File: src/rtl/q_arm_selector.sv
`default_nettype none
// +------------------------------------------------------------------+
// | q_arm_selector: picks the larger of two float32 Q values per round |
// | Rev 1.0                                                            |
// +------------------------------------------------------------------+
module q_arm_selector #(
  parameter int TIMEOUT_CYCLES = 1024,
  parameter int TIE_ARM        = 0
) (
  input  logic        clk,
  input  logic        s_aresetn,
  input  logic [31:0] Q1_t,
  input  logic        float_Q1_valid,
  input  logic [31:0] Q2_t,
  input  logic        float_Q2_valid,
  output logic [31:0] inform,
  output logic        inform_valid,
  input  logic        inform_ready
);

  localparam logic [1:0] c_ST_COLLECT = 2'd0;
  localparam logic [1:0] c_ST_DECIDE  = 2'd1;
  localparam logic [1:0] c_ST_SEND    = 2'd2;

  localparam int c_TMO_W = (TIMEOUT_CYCLES > 2) ? $clog2(TIMEOUT_CYCLES) : 1;
  localparam logic [c_TMO_W-1:0] c_TMO_LAST =
    (TIMEOUT_CYCLES > 0) ? c_TMO_W'(TIMEOUT_CYCLES - 1) : '0;
  localparam logic c_TMO_EN = (TIMEOUT_CYCLES > 0);
  localparam logic c_TIE    = (TIE_ARM != 0);

  logic [1:0]         r_state;
  logic [1:0]         w_state_nxt;
  logic               r_have1;
  logic               r_have2;
  logic [31:0]        r_q1;
  logic [31:0]        r_q2;
  logic [c_TMO_W-1:0] r_tmo;
  logic [13:0]        r_round;
  logic [31:0]        r_inform;
  logic               r_valid;

  logic        w_clr;
  logic        w_both;
  logic        w_one;
  logic        w_had_any;
  logic        w_tmo_hit;
  logic        w_nan1;
  logic        w_nan2;
  logic [31:0] w_key1;
  logic [31:0] w_key2;
  logic        w_arm;
  logic [31:0] w_win;
  logic [31:0] w_inform;

  function automatic logic is_nan(input logic [31:0] f);
    return (f[30:23] == 8'hFF) && (f[22:0] != 23'd0);
  endfunction

  // Monotonic unsigned key for non-NaN floats; both zeros share one key.
  function automatic logic [31:0] order_key(input logic [31:0] f);
    if (f[30:0] == 31'd0)
      return 32'h8000_0000;
    else if (f[31])
      return ~f;
    else
      return f | 32'h8000_0000;
  endfunction

  assign w_clr     = (r_state == c_ST_DECIDE);
  assign w_both    = r_have1 & r_have2;
  assign w_one     = r_have1 ^ r_have2;
  assign w_had_any = (r_have1 | r_have2) & ~w_clr;
  assign w_tmo_hit = c_TMO_EN & w_one & (r_tmo == c_TMO_LAST);

  assign w_nan1 = is_nan(r_q1);
  assign w_nan2 = is_nan(r_q2);
  assign w_key1 = order_key(r_q1);
  assign w_key2 = order_key(r_q2);

  always_comb begin
    w_arm = c_TIE;
    if (!w_both)
      w_arm = r_have2;
    else if (w_nan1 && w_nan2)
      w_arm = c_TIE;
    else if (w_nan1)
      w_arm = 1'b1;
    else if (w_nan2)
      w_arm = 1'b0;
    else if (w_key1 > w_key2)
      w_arm = 1'b0;
    else if (w_key2 > w_key1)
      w_arm = 1'b1;
  end

  assign w_win    = w_arm ? r_q2 : r_q1;
  assign w_inform = {w_arm, ~w_both, r_round, w_win[31:16]};

  always_comb begin
    w_state_nxt = r_state;
    case (r_state)
      c_ST_COLLECT: if (w_both || w_tmo_hit) w_state_nxt = c_ST_DECIDE;
      c_ST_DECIDE:  w_state_nxt = c_ST_SEND;
      c_ST_SEND:    if (inform_ready) w_state_nxt = c_ST_COLLECT;
      default:      w_state_nxt = c_ST_COLLECT;
    endcase
  end

  always_ff @(posedge clk or negedge s_aresetn) begin
    if (!s_aresetn)
      r_state <= c_ST_COLLECT;
    else
      r_state <= w_state_nxt;
  end

  // A strobe landing on the DECIDE edge survives the clear and opens the next round.
  always_ff @(posedge clk or negedge s_aresetn) begin
    if (!s_aresetn) begin
      r_have1 <= 1'b0;
      r_have2 <= 1'b0;
      r_q1    <= '0;
      r_q2    <= '0;
    end else begin
      r_have1 <= float_Q1_valid | (r_have1 & ~w_clr);
      r_have2 <= float_Q2_valid | (r_have2 & ~w_clr);
      if (float_Q1_valid) r_q1 <= Q1_t;
      if (float_Q2_valid) r_q2 <= Q2_t;
    end
  end

  always_ff @(posedge clk or negedge s_aresetn) begin
    if (!s_aresetn)
      r_tmo <= '0;
    else if ((float_Q1_valid | float_Q2_valid) && !w_had_any)
      r_tmo <= '0;
    else if (w_one && !w_clr && (r_tmo != c_TMO_LAST))
      r_tmo <= r_tmo + 1'b1;
  end

  always_ff @(posedge clk or negedge s_aresetn) begin
    if (!s_aresetn) begin
      r_inform <= '0;
      r_valid  <= 1'b0;
      r_round  <= '0;
    end else begin
      if (r_state == c_ST_DECIDE) begin
        r_inform <= w_inform;
        r_valid  <= 1'b1;
      end else if ((r_state == c_ST_SEND) && inform_ready) begin
        r_valid <= 1'b0;
        r_round <= r_round + 14'd1;
      end
    end
  end

  assign inform       = r_inform;
  assign inform_valid = r_valid;

endmodule
`default_nettype wire
File: config.mk
export PLATFORM = sky130hd
export DESIGN_NAME = q_arm_selector
export DESIGN_NICKNAME = d
export VERILOG_FILES = /design/src/rtl/q_arm_selector.sv
export SDC_FILE = /design/constraint.sdc
export NUM_CORES = 1
export LEC_CHECK = 0
export BUFFER_PORTS_ARGS = -buffer_cell sky130_fd_sc_hd__buf_4
export CORE_ASPECT_RATIO = 2
export CORE_MARGIN = 2
export CORE_UTILIZATION = 48
export CTS_CLUSTER_DIAMETER = 150
export CTS_CLUSTER_SIZE = 12
export DETAILED_ROUTE_END_ITERATION = 10
export HOLD_SLACK_MARGIN = 0.15
export PLACE_DENSITY = 0.65
export SLEW_MARGIN = 20
export SYNTH_ARGS = -nofsm -noshare
export SYNTH_HDL_FRONTEND = slang
export SYNTH_SLANG_ARGS = --single-unit
File: constraint.sdc
create_clock -name clk -period 5.1 [get_ports clk]
set_input_delay 0.255 -clock clk [delete_from_list [all_inputs] [get_ports clk]]
set_output_delay 0.255 -clock clk [all_outputs]
set_load 0.01 [all_outputs]
# Word level (Yosys, flattened, before mapping)
# Cells that the tools add are included.
dict set report op_classes {
  n_lt_le_gt_ge 2
  n_addsub 2
  eq_ne 8
  n_reduce_logical 19
  muxes 18
  n_bitwise 14
}
# op count
set op_table {}
lappend op_table {{$mux W32} 5}
lappend op_table {{$gt A32 B32 Y1} 2}
lappend op_table {{$not A32 Y32} 2}
lappend op_table {{$logic_not A31 Y1} 2}
lappend op_table {{$reduce_bool A23 Y1} 2}
lappend op_table {{$mux W10} 2}
lappend op_table {{$eq A8 B8 Y1 const B} 2}
lappend op_table {{$add A14 B1 Y14 const B} 1}
lappend op_table {{$add A10 B1 Y10 const B} 1}
lappend op_table {{$eq A10 B10 Y1 const B} 1}
lappend op_table {{$ne A10 B10 Y1 const B} 1}
lappend op_table {{$mux W1} 8}
lappend op_table {{$logic_and A1 B1 Y1} 7}
lappend op_table {{$pmux W2 S3} 1}
lappend op_table {{$and A1 B1 Y1} 5}
lappend op_table {{$mux W2} 2}
lappend op_table {{$ne A2 B2 Y1 const B} 2}
lappend op_table {{$or A1 B1 Y1} 4}
lappend op_table {{$reduce_and A2 Y1} 2}
lappend op_table {{$reduce_bool A2 Y1} 2}
lappend op_table {{$eq A2 B1 Y1 const B} 1}
lappend op_table {{$eq A2 B2 Y1 const B} 1}
lappend op_table {{$logic_not A1 Y1} 2}
lappend op_table {{$logic_not A2 Y1} 1}
lappend op_table {{other kinds (3)} 4}
dict set report totals {
  elab_cells 72
  out_inout_bits 33
  reg_bits 125
}

# Longest topological paths before layout
# Gate-level depths: netlist of the first run.
dict set report logic_depth {
  depth_word 11
  mapped_depth 16
  ltp_nobuf 13
}

# Worst setup path after synthesis of the first run
# No wires, ideal clock.
dict set report synth_path {
  path_kind {register to register}
  from {register r_q2[17]}
  to {register r_inform[0], in the netlist inform[0]}
  synth_period_minus_slack_ns 3.663
  path_slack_ns 1.437
  path_buffers 3
  path_stages_with_launch 15
  arrival_ns 3.535
  cell_sequence {dfrtp_1 -> nor4_1 -> nand4_1 -> nor3_1 -> clkbuf_1 -> nor2_1 -> ha_1 -> nand4_1 -> or4_4 -> o211a_1 -> a32o_1 -> buf_6 -> buf_6 -> o31ai_2 -> a21oi_1}
}
dict set report synth_via {
  elab_chain_len 11
}
# element line_no
set synth_lines {}
lappend synth_lines {{from (decl)} 36} ;# logic [31:0] r_q2;
lappend synth_lines {{from (signal assigned)} 127} ;# if (float_Q2_valid) r_q2 <= Q2_t;
lappend synth_lines {{parallel branches: the longest is 8 deep, another holds $gt A32 B32 Y1} -}
lappend synth_lines {{$mux W1 *} 84} ;# else if (w_nan1 && w_nan2)
lappend synth_lines {{$mux W1 *} 82} ;# if (!w_both)
lappend synth_lines {{$mux W32 *} 96} ;# assign w_win = w_arm ? r_q2 : r_q1;
lappend synth_lines {{to (signal assigned)} 147} ;# r_inform <= w_inform;
lappend synth_lines {{to (decl)} 39} ;# logic [31:0] r_inform;
# Mark *: on every way between the ends.
# A chain may end at the register's enable or synchronous reset.

# Worst setup path in the final report of the first run
dict set report layout_path {
  from {register r_q1[17]}
  to {register r_inform[11], in the netlist inform[11]}
}
dict set report layout_via {
  elab_chain_len 11
}
# element line_no
set layout_lines {}
lappend layout_lines {{from (decl)} 35} ;# logic [31:0] r_q1;
lappend layout_lines {{from (signal assigned)} 126} ;# if (float_Q1_valid) r_q1 <= Q1_t;
lappend layout_lines {{parallel branches: the longest is 8 deep, another holds $gt A32 B32 Y1} -}
lappend layout_lines {{$mux W1 *} 84}
lappend layout_lines {{$mux W1 *} 82}
lappend layout_lines {{$mux W32 *} 96}
# Marks and branches as above.

==> results.toml, run 1 <==
[cells_and_area]
area_delta_synth_final_pct = 31.4
stdcell_area_um2 = 9150
nets = 952
drive_above_1_share_pct = 26.2
antenna_cells = 0

[routing]
drt_wl_total_um = 19500
ant_nets = 0
vias = 5786
viasPerCell = 5.50
drt_first_pass_iters = 4
drt_iter0_markers = 282
drc = 0
wire_per_inst_um = 18.5

[critical_path]
crit_path_max_fanout = 17
crit_path_max_incr_delay_ns = 0.70
crit_family = "simple AND/OR/NAND/NOR gates"
crit_chain = "buf_4, nor4_1, nand4_1, nor2_1, nand3_1, and2_1, ha_1, nand4_1, or4_4, o211a_1, a32oi_2, a31oi_1, a21oi_1"
cp-end-kind = "flip-flop"
path_common_cell = "nand4_1"
critPathKind = "reg2reg"
path_buf_inv = 1
crit_slowest_cell = "a32oi_2"
startpoint_type = "flip-flop"
critPathRequiredTime_ns = 5.43
arrival_ns = 4.69

[floorplanning]
coreArea_um2 = 14300
io_pins = 102
die_height_um = 174
floorplan.initialDensity_pct = 48.8
row_count = 62
die_width_um = 89.2
die-area_um2 = 15500

[run_status]
status = "complete, no violations"

[yosys]
synth_area_per_cell_um2 = 10.1
synth-edff-count = 0
yosysTopAreaCell = "dfrtp_1"
async_flop_share_pct = 100
yosysUniqueCellTypes = 43
netlist_area_um2 = 6960
syn-num-nets = 792
yosys_register_bits = 125
synthTopCellsByArea = "dfrtp_1 (45%), mux2_2 (11%), ha_1 (6.5%)"
post-synth-top-area-fraction_pct = 44.9
synth_flop_cell = "dfrtp_1"
yosys-top-cells-count = "dfrtp_1 (125), nand2_1 (95), mux2_2 (65)"
yosysSeqAreaShare_pct = 44.9
yosysMostFrequentCell = "dfrtp_1"
ys.warnings.count = 0
syn_inst = 687

[clocking]
path_clk_slew_ns = 0.06
clock_latency_ns = 0.42
htree_num_levels = 4
cts_tree = "built"
cts_num_sinks = 125
clockBufferDepth = 2
cts_setup_buffers = 0
cts-root-buf = "clkbuf_16"
cts_buffers = 17

[placed_design]
place_hpwl_um = 13500
globalplace.congestion = 0.972
dpl_cell_area_um2 = 7900
port_buffers = 101

[power]
ir_drop_mv = 0.281
power_density_nw_per_um2 = 427
p_total_mw = 3.90
p_leak_nw = 4.19

[global_route]
overflow = 0
grt_start_max_net_pins = 76
track_usage_pct = 26.3
grt_pass1_wl_um = 31000
grt_pass1_vias = 6206
antenna_found_initial = 0

[timing]
max_slew_margin_pct = 36.8
fin_crit_sh_pct = 85.5
rsz0062_at_grt = "no"
worstMarginPinSlew_ns = 0.948
fmax_mhz = 229
setup_tns_ns = 0
drv_slew = 0
finalHoldViolations = 0
skew_ns = 0.00837
finalCriticalPeriod_ns = 4.36
hold_ws_ns = 0.332
finalSetupViolations = 0

[run]
cap_violations = 0

[min_path]
hold_path_class = "in2reg"
[timing repair]
action,CTS,global route
hold buffers,66,0
resized for setup,0,0
hold endpoints to repair,139,0
[worst register-to-register path, cell delays in order, from the launching register on]
cell and delay, ns:
dfrtp_1 0.36, buf_4 0.14, nor4_1 0.27, nand4_1 0.12, nor2_1 0.21, nand3_1 0.41, and2_1 0.34, ha_1 0.31
nand4_1 0.18, or4_4 0.57, o211a_1 0.30, a32oi_2 0.70, a31oi_1 0.17, a21oi_1 0.21
[metrics by stage]
stage | std cells | util [%] | setup slack [ns]
detailed placement | 954 | 55.3 | 0.789
finish | 1052 | 64.1 | 0.740
global placement | 954 | 55.3 | 0.915
CTS | 1052 | 64.1 | 0.749
global route | 1052 | 64.1 | 0.262
floorplan | 687 | - | 1.44
[layer usage]
layer / vias to the layer above / share of wire (%) / GRT usage (%) / routed length, um
li1: 2714 / - / - / -
met1: 2823 / 34 / 26.2 / 6570
met2: 187 / 56 / 47.0 / 11000
met3: 62 / 4.0 / 5.98 / 785
met4: 0 / 6.0 / 16.0 / 1160
met5: - / 0 / 0 / 0
[placed cells by master, fill, tap and decap left out, drive strengths merged, types with 2 or more instances in the layout]
cell / n
o21ai: 12
ha: 36
a31oi: 17
clkbuf: 18
nand2: 95
nor2: 62
dfrtp: 125
or4: 2
and3: 4
a21oi: 34
nand4: 21
clkinv: 3
nand2b: 4
xnor2: 41
nand3: 8
nor2b: 18
or3: 3
clkinvlp: 4
o31ai: 16
bufinv: 2
mux2: 65
o211a: 2
dlygate4sd3: 66
buf: 114
xor2: 40
a21o: 3
nor4: 14
inv: 11
nor3: 8
[kinds of logic after synthesis]
logic type / Yosys count / synth area share (%)
AND/OR/NAND/NOR: 241 / 15.9
flip-flops: 125 / 44.9
AO/OA/AOI/OAI: 93 / 9.10
XOR/XNOR: 81 / 10.2
multiplexers: 66 / 10.7
buffers and inverters: 45 / 2.79
adder cells (fa/ha/maj): 36 / 6.47
[final timing paths]
path                                         from  slack, ns                      to  cells after the start
max                          r_q1[17]$_DFFE_PN0P_       0.74  inform[11]$_DFFE_PN0P_                     13
min                                float_Q1_valid       0.33       r_have1$_DFF_PN0_                      2
max reg2reg                  r_q1[17]$_DFFE_PN0P_       0.74  inform[11]$_DFFE_PN0P_                     13
min reg2reg                r_state[0]$_DFFE_PN0P_       0.48  r_state[0]$_DFFE_PN0P_                      1
max in group asynchronous               s_aresetn       3.34   inform[6]$_DFFE_PN0P_                      3
min in group asynchronous               s_aresetn       0.53     r_q1[6]$_DFFE_PN0P_                      2
[registers in the layout, indices dropped and copies added (netlist names)]
register	count
inform	32
r_state	2
r_q1	32
r_tmo	10
r_round	14
r_have2	1
inform_valid	1
r_q2	32
r_have1	1
[power by group]
part / switching [mW] / internal, mW
clock: 0.485 / 0.729
sequential: 0.186 / 1.18
combinational: 0.734 / 0.590
[area by class of cell]
class	count	area, um2
clock buffers	18	429
clock inverters	14	159
fillers	1176	5130
inverters	6	22.5
multi-input cells	517	3650
flip-flops and latches	125	3130
well taps	192	240
repair buffers	180	1520
No activity file was read; power rests on OpenSTA's default activity.
==> run 2, diff against run 1 <==
--- a/config.mk
+++ b/config.mk
@@ -6,14 +6,17 @@
 export NUM_CORES = 1
 export LEC_CHECK = 0
 export BUFFER_PORTS_ARGS = -buffer_cell sky130_fd_sc_hd__buf_4
+export CELL_PAD_IN_SITES_DETAIL_PLACEMENT = 2
+export CELL_PAD_IN_SITES_GLOBAL_PLACEMENT = 2
 export CORE_ASPECT_RATIO = 2
 export CORE_MARGIN = 2
-export CORE_UTILIZATION = 48
+export CORE_UTILIZATION = 37
 export CTS_CLUSTER_DIAMETER = 150
 export CTS_CLUSTER_SIZE = 12
 export DETAILED_ROUTE_END_ITERATION = 10
+export GPL_ROUTABILITY_DRIVEN = 0
 export HOLD_SLACK_MARGIN = 0.15
-export PLACE_DENSITY = 0.65
+export PLACE_DENSITY = 0.77
 export SLEW_MARGIN = 20
 export SYNTH_ARGS = -nofsm -noshare
 export SYNTH_HDL_FRONTEND = slang
==> run 2 against run 1 <==
Compared with the run above: clock-buffer cell count up 1; largest power group is now combinational cells; global-route usage grew 1.3 points; clock power increased by 6%; register-to-register slack got worse by 0.34 ns; worst setup slack lost 0.34 ns; critical endpoint unchanged; sequential share of layout area down 0.21 points; non-clock buffer count grew 1; flip-flop and latch count stayed put; worst hold slack better by 0.034 ns.
==> results.toml, run 2 (synthesized netlist as in run 1, its figures left out) <==
[critical_path]
crit_chain = "nor4_1, nand4_1, nor3_2, buf_4, nor2_1, ha_1, nand4_1, or4_4, o211a_1, a32o_1, o31ai_1, a21oi_1"
cp-end-kind = "flip-flop"
path_common_cell = "nand4_1"
crit_family = "simple AND/OR/NAND/NOR gates"
startpoint_type = "flip-flop"
critPathKind = "reg2reg"
crit_cells = 12
arrival_ns = 4.99
path_buf_inv = 1
rr_worst_depth = 12
crit_path_max_incr_delay_ns = 0.59
crit_path_max_fanout = 32
critPathRequiredTime_ns = 5.39
crit_slowest_cell = "or4_4"

[timing]
fin_crit_sh_pct = 92.1
setup_tns_ns = 0
rsz0062_at_grt = "no"
finalHoldViolations = 0
skew_ns = 0.0108
finalCriticalPeriod_ns = 4.70
finalSetupViolations = 0
worstMarginPinSlew_ns = 1.02
fmax_mhz = 213
drv_slew = 0
max_slew_margin_pct = 31.9

[floorplanning]
die_width_um = 101
die_height_um = 198
floorplan.initialDensity_pct = 37.3
die-area_um2 = 20000
coreArea_um2 = 18700
io_pins = 102
row_count = 71

[placed_design]
port_buffers = 101
dp.cells = 982
place_hpwl_um = 17300
dpl_cell_area_um2 = 7940

[routing]
ant_nets = 0
vias = 6013
drt_iter0_markers = 163
wire_per_inst_um = 24.2
viasPerCell = 5.57
drt_wl_total_um = 26100
drc = 0
drt_first_pass_iters = 4

[cells_and_area]
drive_above_1_share_pct = 26.1
final_cells = 1080
nets = 953
mostFrequentLayoutCell = "dfrtp_1"
area_delta_synth_final_pct = 32.2
antenna_cells = 0
mostFrequentLayoutCells = "dfrtp_1 (125), buf_4 (115), nand2_1 (95)"
stdcell_area_um2 = 9210

[global_route]
overflow = 0
grt_pass1_wl_um = 40600
antenna_found_initial = 0
grt_pass1_vias = 7162
grt_start_max_net_pins = 75
track_usage_pct = 27.6

[clocking]
path_clk_slew_ns = 0.06
clockBufferDepth = 2
cts-root-buf = "clkbuf_16"
htree_num_levels = 4
cts_buffers = 17
cts_tree = "built"
clock_latency_ns = 0.43
cts_num_sinks = 125

[power]
clock_power_share_pct = 31.2
p_leak_nw = 4.20
ir_drop_mv = 0.276
intPower_mw = 2.56
swShare_pct = 37.7
power_density_nw_per_um2 = 447
p_seq_share_pct = 34.0
p_switching_mw = 1.55
comb_power_share_pct = 34.8

[run]
cap_violations = 0

[run_status]
status = "complete, no violations"

[min_path]
hold_path_class = "in2reg"
hold_depth = 2
## run 2: cell count changes in the layout (fill, tap and decap cells not counted), sizes merged
cell,before,now
buf,114,115
bufinv,2,3
clkbuf,18,19
clkinv,3,4
inv,11,8
## run 2: layout make-up
type / instances / area [um2]
inverter: 6 / 22.5
clock buffer: 19 / 443
sequential: 125 / 3130
multi-input combinational: 517 / 3650
clock inverter: 13 / 165
fill: 1946 / 9450
tap: 219 / 274
timing repair buffer: 181 / 1520
## run 2: stage by stage
stage                     util (%)  hold WS (ns)  worst slack (ns)  total power, mW
after floorplan                  -       -0.0406              1.44             2.17
after detailed placement      42.5         0.466             0.868             2.76
after global placement        42.5         0.453              1.04             2.65
after global routing          49.3         0.359             0.217             4.33
final                         49.3         0.366             0.402             4.12
after CTS                     49.3         0.353             0.619             4.10
## run 2: path summary, 6_finish.rpt
path | startpoint | slack, ns | to
min in group asynchronous | s_aresetn | 0.53 | r_q2[8]$_DFFE_PN0P_
max reg2reg | r_q2[20]$_DFFE_PN0P_ | 0.40 | inform[11]$_DFFE_PN0P_
min reg2reg | r_round[13]$_DFFE_PN0P_ | 0.48 | r_round[13]$_DFFE_PN0P_
max | r_q2[20]$_DFFE_PN0P_ | 0.40 | inform[11]$_DFFE_PN0P_
min | float_Q1_valid | 0.37 | r_have1$_DFF_PN0_
max in group asynchronous | s_aresetn | 3.26 | inform[9]$_DFFE_PN0P_
## run 2: timing repair
item,CTS,global route
resized for setup,0,0
hold endpoints to repair,138,0
hold buffers,66,0
buffers inserted,0,0
## run 2: power by group through the flow
stage / clock network (mW) / registers [mW] / logic, mW
after global placement: 0 / 1.39 / 1.26
after detailed placement: 0 / 1.41 / 1.35
after global routing: 1.34 / 1.42 / 1.57
final: 1.28 / 1.40 / 1.43
after floorplan: 0 / 1.36 / 0.807
after CTS: 1.29 / 1.40 / 1.42
## run 2: metal layers
layer / track usage, % / part of all wire, % / up-vias
li1: - / - / 2713
met1: 24.8 / 32 / 3025
met2: 51.9 / 57 / 172
met3: 5.01 / 2.7 / 103
met4: 21.6 / 8.4 / 0
met5: 0 / 0 / -
## run 2: worst reg2reg max path, delay by kind of cell, from the launching register on
family | cells | cell delay (ns)
compound gates | 4 | 1.47
fa+ha+maj | 1 | 0.36
buf+inv | 1 | 0.37
flops | 1 | 0.51
simple gates | 6 | 1.85
==> run 3, diff against run 2 <==
--- a/config.mk
+++ b/config.mk
@@ -8,7 +8,7 @@
 export BUFFER_PORTS_ARGS = -buffer_cell sky130_fd_sc_hd__buf_4
 export CELL_PAD_IN_SITES_DETAIL_PLACEMENT = 2
 export CELL_PAD_IN_SITES_GLOBAL_PLACEMENT = 2
-export CORE_ASPECT_RATIO = 2
+export CORE_ASPECT_RATIO = 1.75
 export CORE_MARGIN = 2
 export CORE_UTILIZATION = 37
 export CTS_CLUSTER_DIAMETER = 150
==> run 3 against run 2 <==
Compared with the run above: via count about the same; clock-buffer cell count up 2; sequential power about the same; maximum frequency up 0.68%; flip-flop and latch count unchanged; critical path depth unchanged.
==> results.toml, run 3 (synthesized netlist as in run 1, its figures left out) <==
[run_status]
status = "complete, no violations"

[power]
ir_drop_mv = 0.314
p_leak_nw = 4.19
p_total_mw = 4.00
power_density_nw_per_um2 = 436

[global_route]
track_usage_pct = 27.6
antenna_found_initial = 0
grt_pass1_wl_um = 40400
overflow = 0
grt_pass1_vias = 7091
grt_start_max_net_pins = 63

[critical_path]
r2r_slack_ns = 0.43
arrival_ns = 5.02
r2r_start = "r_q2[1]$_DFFE_PN0P_"
path_buf_inv = 1
startpoint_type = "flip-flop"
crit_path_max_fanout = 32
crit_end = "inform[9]$_DFFE_PN0P_"
crit_start = "r_q2[1]$_DFFE_PN0P_"
rr_worst_depth = 12
reg2reg_to = "inform[9]$_DFFE_PN0P_"
crit_chain = "nor4_1, nand4_1, nor3_2, buf_4, nor2_1, ha_1, nand4_1, or4_4, o211a_1, a32oi_2, a31oi_1, a21oi_1"
critPathRequiredTime_ns = 5.46
critPathKind = "reg2reg"
crit_cells = 12
crit_path_max_incr_delay_ns = 0.73
crit_slowest_cell = "a32oi_2"
path_common_cell = "nand4_1"
crit_family = "simple AND/OR/NAND/NOR gates"
cp-end-kind = "flip-flop"

[timing]
rsz0062_at_grt = "no"
fmax_mhz = 214
finalHoldViolations = 0
fin_crit_sh_pct = 91.5
hold_ws_ns = 0.291
worstMarginPinSlew_ns = 0.897
drv_slew = 0
finalSetupViolations = 0
finalCriticalPeriod_ns = 4.67
setup_tns_ns = 0
layout_setup_ws_ns = 0.434
max_slew_margin_pct = 40.2
skew_ns = 0.00987

[floorplanning]
row_count = 66
die_height_um = 185
die-area_um2 = 20000
die_width_um = 108
floorplan.initialDensity_pct = 37.6
io_pins = 102
coreArea_um2 = 18500

[routing]
vias = 6008
top_layer_used = "met4"
drt_first_pass_iters = 4
met3_length_um = 701
drc = 0
ant_nets = 0
wire_per_inst_um = 23.6
viasPerCell = 5.47
met2_wirelength_um = 14700
drt_iter0_markers = 167
drt_wl_total_um = 25900
m1WireLength_um = 8830

[cells_and_area]
mostFrequentLayoutCell = "dfrtp_1"
antenna_cells = 0
mostFrequentLayoutCells = "dfrtp_1 (125), buf_4 (114), nand2_1 (95)"
area_delta_synth_final_pct = 32.0
nets = 952
drive_above_1_share_pct = 25.9

[clocking]
cts_buffers = 17
cts_num_sinks = 125
clock_latency_ns = 0.44
htree_num_levels = 4
cts-root-buf = "clkbuf_16"
cts_tree = "built"
path_clk_slew_ns = 0.06
cts-resized-gates = 0
clockBufferDepth = 2

[run]
cap_violations = 0

[placed_design]
port_buffers = 101
dp_slack_ns = 0.748
place_hpwl_um = 16400

[min_path]
hold_path_class = "in2async"
-- run 3: cell types whose count changed in the layout (fill, tap and decap cells not counted), sizes merged --
| cell | change |
|---|---|
| buf | -1 |
| bufinv | -1 |
| clkbuf | +2 |
| clkinv | +1 |
| clkinvlp | -1 |
| inv | -1 |
-- run 3: report_power, final --
group          leakage (nW)  total, mW  internal [mW]  switching (mW)
Clock                 0.279       1.22          0.740           0.479
Sequential             1.52       1.40           1.18           0.219
Combinational          2.38       1.38          0.594           0.791
Total                  4.19       4.00           2.52            1.49
-- run 3: area by class of cell --
class                      count  area (um2)
fill                        1926        9310
multi-input combinational    517        3650
sequential                   125        3130
timing repair buffer         180        1520
clock buffer                  21         460
tap                          238         298
clock inverter                11         116
inverter                       6        22.5
-- run 3: worst min-delay path by stage --
stage          slack, ns  depth (start not counted)                    end      start
2_1_floorplan      -0.04                          0  inform[0]$_DFFE_PN0P_  s_aresetn
3_3_place_gp        0.20                          1    r_q2[5]$_DFFE_PN0P_  s_aresetn
3_5_place_dp        0.22                          1    r_q2[5]$_DFFE_PN0P_  s_aresetn
4_1_cts             0.30                          2   r_q2[16]$_DFFE_PN0P_  s_aresetn
5_1_grt             0.32                          2    r_q2[6]$_DFFE_PN0P_  s_aresetn
6_report            0.29                          2   r_q2[13]$_DFFE_PN0P_  s_aresetn
-- run 3: worst reg2reg max path: stages (launching register included) --
cell and delay [ns]:
dfrtp_1 0.46, nor4_1 0.44, nand4_1 0.24, nor3_2 0.27
buf_4 0.38, nor2_1 0.14, ha_1 0.36, nand4_1 0.21
or4_4 0.61, o211a_1 0.30, a32oi_2 0.73, a31oi_1 0.23
a21oi_1 0.22
-- run 3: repair_timing --
item | in CTS | in global routing
endpoints found under the hold margin | 94 | 0
setup buffers | 0 | 0
hold buffers | 66 | 0
-- run 3: per-layer routing --
layer	vias to the layer above	global-route usage, %
met5	-	0
met4	0	17.5
met3	78	5.35
met2	142	52.3
met1	3080	26.5
li1	2708	-
-- run 3: metrics by stage --
stage	std cells	cell area [um2]	utilization, %
6_report	1098	9190	49.7
5_1_grt	1098	9190	49.7
4_1_cts	1098	9190	49.7
3_5_place_dp	1000	7950	43.0
3_3_place_gp	1000	7950	43.0
2_1_floorplan	687	6960	-
